[src/rtl/scoreboard_pkg.sv]
// Shared types and helpers for the scoreboarded register file.
// Busy vectors are widened to a fixed maximum so one hazard helper fits any depth.
package scoreboard_pkg;

  localparam int DEF_DATA_WIDTH = 16;
  localparam int DEF_REG_COUNT  = 16;
  localparam int MAX_REG_COUNT  = 1024;

  typedef logic [DEF_DATA_WIDTH-1:0]         reg_data_t;
  typedef logic [$clog2(DEF_REG_COUNT)-1:0]  reg_addr_t;
  typedef logic [MAX_REG_COUNT-1:0]          busy_vec_t;
  typedef logic [$clog2(MAX_REG_COUNT)-1:0]  busy_idx_t;

  function automatic logic hazard_check(
    input busy_vec_t busy,
    input busy_idx_t addr
  );
    return busy[addr];
  endfunction

endpackage

[src/rtl/scoreboard_bits.sv]
// Per-register busy scoreboard with set-over-clear priority
// and a sticky flag for write-backs that hit an idle register.
module scoreboard_bits
  import scoreboard_pkg::*;
#(
  parameter int REG_COUNT  = DEF_REG_COUNT,
  parameter int ADDR_WIDTH = $clog2(REG_COUNT),
  parameter int ZERO_REG   = 0
) (
  input  logic                  clk,
  input  logic                  rst_n,
  input  logic                  set_en,
  input  logic [ADDR_WIDTH-1:0] set_addr,
  input  logic                  wb_en,
  input  logic [ADDR_WIDTH-1:0] wb_addr,
  output logic [REG_COUNT-1:0]  busy,
  output logic                  err
);

  logic [REG_COUNT-1:0] set_dec;
  logic [REG_COUNT-1:0] clr_dec;
  logic [REG_COUNT-1:0] busy_nxt;
  logic                 wb_zero;
  logic                 unclaimed;

  always_comb begin
    set_dec = '0;
    clr_dec = '0;
    for (int i = 0; i < REG_COUNT; i++) begin
      clr_dec[i] = wb_en && (wb_addr == ADDR_WIDTH'(i));
      if (!(ZERO_REG != 0 && i == 0)) begin
        set_dec[i] = set_en && (set_addr == ADDR_WIDTH'(i));
      end
    end
  end

  // A new claim supersedes a write-back completing on the same edge
  assign busy_nxt  = set_dec | (busy & ~clr_dec);
  assign wb_zero   = (ZERO_REG != 0) && (wb_addr == '0);
  assign unclaimed = wb_en && !(|(clr_dec & busy)) && !wb_zero;

  always_ff @(posedge clk or negedge rst_n) begin
    if (!rst_n) begin
      busy <= '0;
      err  <= 1'b0;
    end else begin
      busy <= busy_nxt;
      if (unclaimed) begin
        err <= 1'b1;
      end
    end
  end

endmodule

[src/rtl/scoreboard_register_file.sv]
// Register file with two registered read ports, one write-back port
// and a busy scoreboard that stalls fetch on RAW/WAW hazards.
module scoreboard_register_file
  import scoreboard_pkg::*;
#(
  parameter int DATA_WIDTH = DEF_DATA_WIDTH,
  parameter int REG_COUNT  = DEF_REG_COUNT,
  parameter int ADDR_WIDTH = $clog2(REG_COUNT),
  parameter int ZERO_REG   = 0
) (
  input  logic                  clk,
  input  logic                  rst_n,
  input  logic                  fetch_valid,
  output logic                  fetch_ready,
  input  logic [ADDR_WIDTH-1:0] rs1_addr,
  input  logic [ADDR_WIDTH-1:0] rs2_addr,
  input  logic [ADDR_WIDTH-1:0] rd_addr,
  input  logic                  rd_claim,
  output logic                  op_valid,
  input  logic                  op_ready,
  output logic [DATA_WIDTH-1:0] op_a,
  output logic [DATA_WIDTH-1:0] op_b,
  input  logic                  wb_en,
  input  logic [ADDR_WIDTH-1:0] wb_addr,
  input  logic [DATA_WIDTH-1:0] wb_data,
  output logic [REG_COUNT-1:0]  busy,
  output logic                  err_wb_unclaimed
);

  logic [DATA_WIDTH-1:0] rf [REG_COUNT];
  logic [REG_COUNT-1:0]  wb_dec;
  logic [REG_COUNT-1:0]  eff_busy;
  busy_vec_t             eff_wide;
  logic                  hazard;
  logic                  accept;
  logic [DATA_WIDTH-1:0] a_nxt;
  logic [DATA_WIDTH-1:0] b_nxt;

  always_comb begin
    wb_dec = '0;
    for (int i = 0; i < REG_COUNT; i++) begin
      wb_dec[i] = wb_en && (wb_addr == ADDR_WIDTH'(i));
    end
  end

  // Same-cycle write-back already resolves the hazard
  assign eff_busy = busy & ~wb_dec;
  assign eff_wide = busy_vec_t'(eff_busy);

  assign hazard =
    hazard_check(eff_wide, busy_idx_t'(rs1_addr)) |
    hazard_check(eff_wide, busy_idx_t'(rs2_addr)) |
    (rd_claim & hazard_check(eff_wide, busy_idx_t'(rd_addr)));

  assign fetch_ready = (~op_valid | op_ready) & ~hazard;
  assign accept      = fetch_valid & fetch_ready;

  // Out-of-range and hardwired-zero sources fall through to 0
  always_comb begin
    a_nxt = '0;
    b_nxt = '0;
    for (int i = 0; i < REG_COUNT; i++) begin
      if (!(ZERO_REG != 0 && i == 0)) begin
        if (rs1_addr == ADDR_WIDTH'(i)) begin
          a_nxt = wb_dec[i] ? wb_data : rf[i];
        end
        if (rs2_addr == ADDR_WIDTH'(i)) begin
          b_nxt = wb_dec[i] ? wb_data : rf[i];
        end
      end
    end
  end

  always_ff @(posedge clk or negedge rst_n) begin
    if (!rst_n) begin
      for (int i = 0; i < REG_COUNT; i++) begin
        rf[i] <= '0;
      end
    end else begin
      for (int i = 0; i < REG_COUNT; i++) begin
        if (wb_dec[i] && !(ZERO_REG != 0 && i == 0)) begin
          rf[i] <= wb_data;
        end
      end
    end
  end

  always_ff @(posedge clk or negedge rst_n) begin
    if (!rst_n) begin
      op_valid <= 1'b0;
      op_a     <= '0;
      op_b     <= '0;
    end else if (accept) begin
      op_valid <= 1'b1;
      op_a     <= a_nxt;
      op_b     <= b_nxt;
    end else if (op_ready) begin
      op_valid <= 1'b0;
    end
  end

  scoreboard_bits #(
    .REG_COUNT  (REG_COUNT),
    .ADDR_WIDTH (ADDR_WIDTH),
    .ZERO_REG   (ZERO_REG)
  ) u_bits (
    .clk      (clk),
    .rst_n    (rst_n),
    .set_en   (accept & rd_claim),
    .set_addr (rd_addr),
    .wb_en    (wb_en),
    .wb_addr  (wb_addr),
    .busy     (busy),
    .err      (err_wb_unclaimed)
  );

endmodule

[config.mk]
export PLATFORM = sky130hd
export DESIGN_NAME = scoreboard_register_file
export DESIGN_NICKNAME = d
export VERILOG_FILES = /design/src/rtl/scoreboard_pkg.sv /design/src/rtl/scoreboard_bits.sv /design/src/rtl/scoreboard_register_file.sv
export SDC_FILE = /design/constraint.sdc
export NUM_CORES = 1
export LEC_CHECK = 0
export CORE_UTILIZATION = 33
export CTS_BUF_LIST = sky130_fd_sc_hd__clkbuf_16
export DETAILED_ROUTE_END_ITERATION = 16
export SYNTH_ARGS = -nofsm -noshare
export SYNTH_HDL_FRONTEND = slang
export SYNTH_HIERARCHICAL = 1
export SYNTH_SLANG_ARGS = --single-unit
[constraint.sdc]
create_clock -name clk -period 4.5 [get_ports clk]
set_input_delay 0.9 -clock clk [delete_from_list [all_inputs] [get_ports clk]]
set_output_delay 0.9 -clock clk [all_outputs]
set_load 0.1 [all_outputs]
==> metrics.csv, run 1 <==
stage,metric,value,unit
placed_design,post-place-ws,-0.232,ns
cts,cts_tree,done,
yosys,ys_types,83,
timing,maxSlewHeadroom,0.0218,
worst_setup_path,crit_family,buffers and inverters,
run_status,violations,max-capacitance violations,
yosys,ys.flop_type,dfrtp_1,
yosys,synth_edf_count,0,
yosys,ys_seq_elements,306,
route,drt_first_pass_iters,6,
timing,fmax,0.224,GHz
layout,fin_util,0.418,
global_routing,grt_pass1_vias,16741,
floorplanning,io_pins,89,
floorplanning,initial_core_util,0.334,
global_routing,grt_max_degree,103,
layout,num-fill-cells,5076,
route,drc,0,
cts,clk_pin_slew,0.06,ns
route,wl_per_cell,29.1,um
route,ant_nets,0,
worst_hold_path,hp-class,input pin to asynchronous set/reset pin,
global_routing,grt_pass1_wl,117000,um
floorplanning,chipHeight,230,um
placed_design,routabilityCongestion,1.01,
run_status,status,finished with violations,
route,drtIter0Drc,2345,
power,powerDensity,508,nW/um^2
layout,drive_above_1_share,0.196,
power,vdd_ir_drop_max,0.000451,V
worst_setup_path,startpoint_type,input pin,
yosys,postSynthAreaPerCell,9.35,um^2
layout,multiInputGateArea,8510,um^2
cts,cts_buffers,38,
layout,regArea,7660,um^2
layout,fin_area,21500,um^2
cts,clk_latency,0.57,ns
timing,finalMaxSlewViolations,0,
placed_design,dpl.cell_count,2697,
layout,final_cells,2767,
timing,timing.final.ws_setup,0.0312,ns
worst_setup_path,cp_max_fo,6,
cts,ctsLongestPathBuffers,3,
route,viasPerCell,6.13,
global_routing,grt-ovfl-total,0,
worst_setup_path,crit_required,3.60,ns
route,drt_wl_total,80700,um
power,total_power,10.9,mW
yosys,syn-cell-area,17200,um^2
timing,min_period,4.47,ns
worst_setup_path,path_buf_inv,3,
timing,worst_slew_pin_slew,1.43,ns
worst_setup_path,r2r-start,u_bits/busy[3],
yosys,yosysWarnings,6,
power,total_leakage_power,10.2,nW
yosys,async_flop_share,1.00,
timing,rsz0062_at_grt,no,
timing,fin_skew,0.0269,ns
placed_design,portBuffers,88,
job,cap_viol_max_count,1,
layout,syn2layout_area_growth,25.0,%
worst_setup_path,max_stage_delay,0.72,ns
worst_setup_path,critPathKind,input pin to output pin,
worst_setup_path,slowest_stage,clkdlybuf4s50_1,
placed_design,placed_area,20200,um^2
worst_setup_path,ff2ff_path_depth,9,
global_routing,track_usage,0.302,
floorplanning,die_w,230,um
yosys,syn_inst,1838,
global_routing,antenna_found_initial,0,
cts,clockRootBuffer,clkbuf_16,
timing,setup_viol,0,
worst_setup_path,rrSetupSlack,1.54,ns
yosys,synth_nets,1876,
worst_setup_path,path_depth,10,
worst_setup_path,rr_endpoint,u_bits/busy[1],
yosys,ys_seq_area_frac,0.445,
floorplanning,core_area,51400,um^2
floorplanning,fp-row-count,83,
cts,hold_buffers,0,
cts,htree_num_levels,2,
timing,finalHoldViolations,0,
placed_design,dpl.hpwl,57900,um
timing,period_share,0.993,
route,num_vias,16957,
worst_setup_path,crit_chain,clkdlybuf4s50_1 -> buf_4 -> nor4b_1 -> o221ai_2 -> nand2_1 -> or4_4 -> a2111oi_4 -> nand3_2 -> nor2_4 -> buf_12,
cts,clock_sinks,306,
layout,nNetsFinal,2099,
worst_setup_path,crit_arrival,3.57,ns
floorplanning,fp.dieArea,53000,um^2
worst_setup_path,end_kind,output pin,
-- cell type report --
| type | instances | share of cell area |
|---|---|---|
| tap | 680 | 0.0396 |
| clock buffer | 39 | 0.0454 |
| multi-input combinational | 1247 | 0.396 |
| antenna | 2 | 0.000233 |
| inverter | 147 | 0.0257 |
| timing repair buffer | 321 | 0.128 |
| sequential | 306 | 0.356 |
| clock inverter | 25 | 0.00897 |
-- stage by stage --
| stage | hold WS [ns] | setup TNS (ns) |
|---|---|---|
| 4_1_cts | 0.417 | 0 |
| 5_1_grt | 0.456 | 0 |
| 2_1_floorplan | 0.447 | 0 |
| 3_5_place_dp | 0.467 | -0.241 |
| 6_report | 0.387 | 0 |
| 3_3_place_gp | 0.461 | -0.207 |
-- sequential cells by signal, indices dropped and copies added, names as in the netlist --
register,count
op_b,16
u_bits/busy,16
op_valid,1
rf,256
op_a,16
u_bits/err,1
-- routing by layer --
metal | GRT usage | vias to the layer above | wire (um)
li1 | - | 7118 | -
met1 | 0.407 | 8445 | 32900
met2 | 0.443 | 1145 | 34300
met3 | 0.0892 | 249 | 9480
met4 | 0.142 | 0 | 4030
met5 | 0 | - | 0
-- cells in the mapped netlist (all sizes together), types with 6 or more instances --
cell type / number / share of area
dfrtp: 306 / 0.45
nand2: 216 / 0.047
mux2i: 154 / 0.090
inv: 146 / 0.032
o21ai: 121 / 0.035
nor2: 108 / 0.024
clkbuf: 106 / 0.023
mux2: 101 / 0.066
a21oi: 80 / 0.023
o22ai: 64 / 0.023
nand3: 33 / 0.0096
nor3: 33 / 0.0099
buf: 32 / 0.010
o221ai: 28 / 0.014
a31oi: 27 / 0.0098
a221oi: 20 / 0.010
a22oi: 20 / 0.0087
a211oi: 17 / 0.0074
o211ai: 17 / 0.0074
a2111oi: 13 / 0.0070
nand2b: 13 / 0.0047
nor2b: 10 / 0.0036
and2: 8 / 0.0029
nand3b: 8 / 0.0035
o2bb2ai: 8 / 0.0041
o32a: 8 / 0.0047
o41ai: 8 / 0.0041
a32oi: 7 / 0.0036
nor4: 6 / 0.0022
nor4b: 6 / 0.0031
o2111ai: 6 / 0.0031
-- kinds of logic (layout without fill, tap and decap cells) --
group,Yosys count,after routing,synth area share
other,0,2,0
muxes,260,260,0.162
DFF,306,306,0.445
xor gates and xnor gates,3,3,0.00153
and+or+nand+nor,476,476,0.126
AOI/OAI and AO/OA,508,508,0.199
buffers and inverters,285,532,0.0654
-- cell usage in the layout, fill, tap and decap left out, types with 79 or more instances in the layout --
master	n
clkdlybuf4s50_1	79
buf_4	223
a21oi_1	80
nand2_1	216
nor2_1	105
mux2i_1	154
mux2_2	86
dfrtp_1	306
inv_1	151
o21ai_0	106
-- worst max-delay path by stage --
stage | from | endpoint | slack [ns]
after detailed placement | wb_addr[3] | fetch_ready | -0.23
after global placement | wb_addr[3] | fetch_ready | -0.21
final | rs1_addr[3] | fetch_ready | 0.03
after global routing | wb_addr[1] | fetch_ready | 0.008
after CTS | wb_addr[3] | fetch_ready | 0.06
after floorplan | wb_addr[3] | fetch_ready | 0.13
-- timing repair --
item / CTS / global route
pin swaps: 1 / 6
setup buffers: 1 / 3
cloned: 0 / 0
resized for setup: 2 / 15
setup endpoints to repair: 1 / 1
-- report_power, final --
part | internal [mW] | leakage [nW] | switching [mW]
Combinational | 1.21 | 5.84 | 2.88
Sequential | 3.45 | 3.78 | 0.353
Clock | 1.73 | 0.592 | 1.29
Total | 6.39 | 10.2 | 4.53
Note: power is estimated with default switching activity, not from simulation.
==> run 2, diff against run 1 <==
--- a/config.mk
+++ b/config.mk
@@ -5,9 +5,13 @@
 export SDC_FILE = /design/constraint.sdc
 export NUM_CORES = 1
 export LEC_CHECK = 0
-export CORE_UTILIZATION = 33
+export ABC_CLOCK_PERIOD_IN_PS = 4500
+export CELL_PAD_IN_SITES_DETAIL_PLACEMENT = 1
+export CELL_PAD_IN_SITES_GLOBAL_PLACEMENT = 1
+export CORE_UTILIZATION = 48
 export CTS_BUF_LIST = sky130_fd_sc_hd__clkbuf_16
 export DETAILED_ROUTE_END_ITERATION = 16
+export PLACE_DENSITY_LB_ADDON = 0.1
 export SYNTH_ARGS = -nofsm -noshare
 export SYNTH_HDL_FRONTEND = slang
 export SYNTH_HIERARCHICAL = 1
==> metrics.csv, run 2 (same netlist as run 1, synthesis figures left out) <==
stage,metric,value,unit,change
global_routing,grt_pass1_vias,17987,,+7.4%
worst_setup_path,max_stage_delay,0.49,ns,-0.23 ns
floorplanning,fp-row-count,68,,-18%
layout,final_cell_mix,"dfrtp_1, nand2_1, buf_4",,
layout,mostFrequentLayoutCell,dfrtp_1,,
cts,ctsLongestPathBuffers,3,,unchanged
layout,final_cells,2502,,-9.6%
cts,clk_pin_slew,0.06,ns,about the same
worst_setup_path,crit_required,3.60,ns,about the same
placed_design,dpl.hpwl,57800,um,-0.16%
floorplanning,chipHeight,191,um,-17%
cts,clockRootBuffer,clkbuf_16,,
floorplanning,io_pins,89,,unchanged
floorplanning,initial_core_util,0.493,,+0.158
cts,clock_sinks,306,,unchanged
route,viasPerCell,6.88,,+12%
worst_setup_path,crit_arrival,3.53,ns,-0.04 ns
floorplanning,core_area,34900,um^2,-32%
timing,rsz0062_at_grt,no,,
worst_hold_path,hp-class,input pin to asynchronous set/reset pin,,
placed_design,portBuffers,88,,unchanged
power,powerDensity,519,nW/um^2,+2.2%
worst_setup_path,slowest_stage,or4_4,,
route,drtIter0Drc,1953,,-17%
placed_design,routabilityCongestion,0.996,,-1.9%
route,drt_wl_total,82000,um,+1.6%
route,ant_nets,0,,unchanged
cts,htree_num_levels,2,,unchanged
worst_setup_path,cp_max_fo,8,,+2
timing,worst_slew_pin_slew,1.03,ns,-0.402 ns
floorplanning,die_w,191,um,-17%
run_status,status,finished clean,,
worst_setup_path,rrSetupSlack,1.44,ns,-0.10 ns
route,drt_first_pass_iters,6,,unchanged
layout,num-fill-cells,3932,,-23%
worst_setup_path,critPathKind,input pin to output pin,,
layout,regMostFlops,rf,,
global_routing,grt_max_degree,103,,unchanged
job,cap_viol_max_count,0,,-1
worst_setup_path,crit_chain,clkdlybuf4s50_1 -> or3b_4 -> buf_8 -> o221ai_2 -> nand2_1 -> or4_4 -> a2111oi_4 -> buf_4 -> nand3_4 -> nor2_4 -> buf_12,,
layout,drive_above_1_share,0.183,,-0.0129
timing,maxSlewHeadroom,0.312,,+0.291
worst_setup_path,path_buf_inv,4,,+1
timing,finalHoldViolations,0,,unchanged
timing,period_share,0.985,,-0.00823
floorplanning,fp.dieArea,36600,um^2,-31%
layout,fin_area,20900,um^2,-2.6%
cts,clk_latency,0.56,ns,about the same
layout,syn2layout_area_growth,21.7,%,
route,wl_per_cell,32.8,um,+12%
route,num_vias,17215,,+1.5%
power,total_leakage_power,10.1,nW,-1.6%
timing,setup_viol,0,,unchanged
timing,setup_tns,0,ns,unchanged
cts,cts_buffers,37,,-2.6%
worst_setup_path,crit_family,simple AND/OR/NAND/NOR gates,,
route,drc,0,,unchanged
global_routing,antenna_found_initial,1,,+1
timing,fin_skew,0.0178,ns,-0.00904 ns
placed_design,dpl.cell_count,2434,,-9.8%
global_routing,grt_pass1_wl,119000,um,+1.7%
timing,min_period,4.43,ns,-0.0370 ns
placed_design,placed_area,19600,um^2,-2.8%
power,total_power,10.9,mW,-0.46%
timing,fmax,0.226,GHz,+0.84%
worst_setup_path,end_kind,output pin,,
global_routing,grt-ovfl-total,0,,unchanged
layout,fin_util,0.600,,+0.182
worst_setup_path,startpoint_type,input pin,,
global_routing,track_usage,0.452,,+0.150
power,vdd_ir_drop_max,0.000697,V,+55%
cts,cts_tree,done,,
timing,finalMaxSlewViolations,0,,unchanged
layout,nNetsFinal,2059,,-1.9%
layout,largest_reg_flops,256,,unchanged
run 2: where the power goes:
group          switching (mW)  internal, mW
Sequential              0.368          3.45
Combinational            2.92          1.16
Clock                    1.23          1.73
Total                    4.52          6.34
run 2: final cells by class:
class,instances,area (um^2),area share
well taps,455,569,0.0272
clock buffers,39,976,0.0466
multi-input cells,1247,8550,0.408
clock inverters,25,188,0.00897
flip-flops and latches,306,7660,0.366
inverters,147,552,0.0264
repair buffers,282,2440,0.117
diodes,1,2.50,0.000120
run 2: metrics by stage:
step / setup slack, ns / hold WS, ns
6_report: 0.0682 / 0.375
5_1_grt: 0.00678 / 0.455
4_1_cts: 0.110 / 0.451
3_5_place_dp: -0.132 / 0.472
3_3_place_gp: -0.0847 / 0.463
2_1_floorplan: 0.131 / 0.447
run 2: worst paths after layout:
| path | cells after the start | from | to |
|---|---|---|---|
| max reg2reg | 10 | u_bits/busy[3] | u_bits/busy[2] |
| min in group clk | 2 | rf[107] | rf[107] |
| min reg2reg | 2 | rf[107] | rf[107] |
| min | 1 | rst_n | rf[252] |
| max | 11 | wb_addr[3] | fetch_ready |
| max in group asynchronous | 2 | rst_n | rf[54] |
run 2: repair_timing:
| item | CTS | global route |
|---|---|---|
| pin swaps | 2 | 6 |
| setup buffers | 0 | 3 |
| resized for setup | 8 | 16 |
| endpoints found under the setup margin | 1 | 1 |
| hold buffers | 0 | 0 |
run 2: layer usage:
metal / up-vias / routed length, um / track usage
met5: - / 0 / 0.0137
met3: 336 / 8940 / 0.124
li1: 7038 / - / -
met1: 8738 / 31900 / 0.577
met4: 0 / 5240 / 0.276
met2: 1103 / 35800 / 0.681
==> run 3, diff against run 2 <==
--- a/config.mk
+++ b/config.mk
@@ -12,6 +12,7 @@
 export CTS_BUF_LIST = sky130_fd_sc_hd__clkbuf_16
 export DETAILED_ROUTE_END_ITERATION = 16
 export PLACE_DENSITY_LB_ADDON = 0.1
+export SLEW_MARGIN = 20
 export SYNTH_ARGS = -nofsm -noshare
 export SYNTH_HDL_FRONTEND = slang
 export SYNTH_HIERARCHICAL = 1
==> results of run 3 <==
Final layout, timing and power as in run 2 (identical DEF).
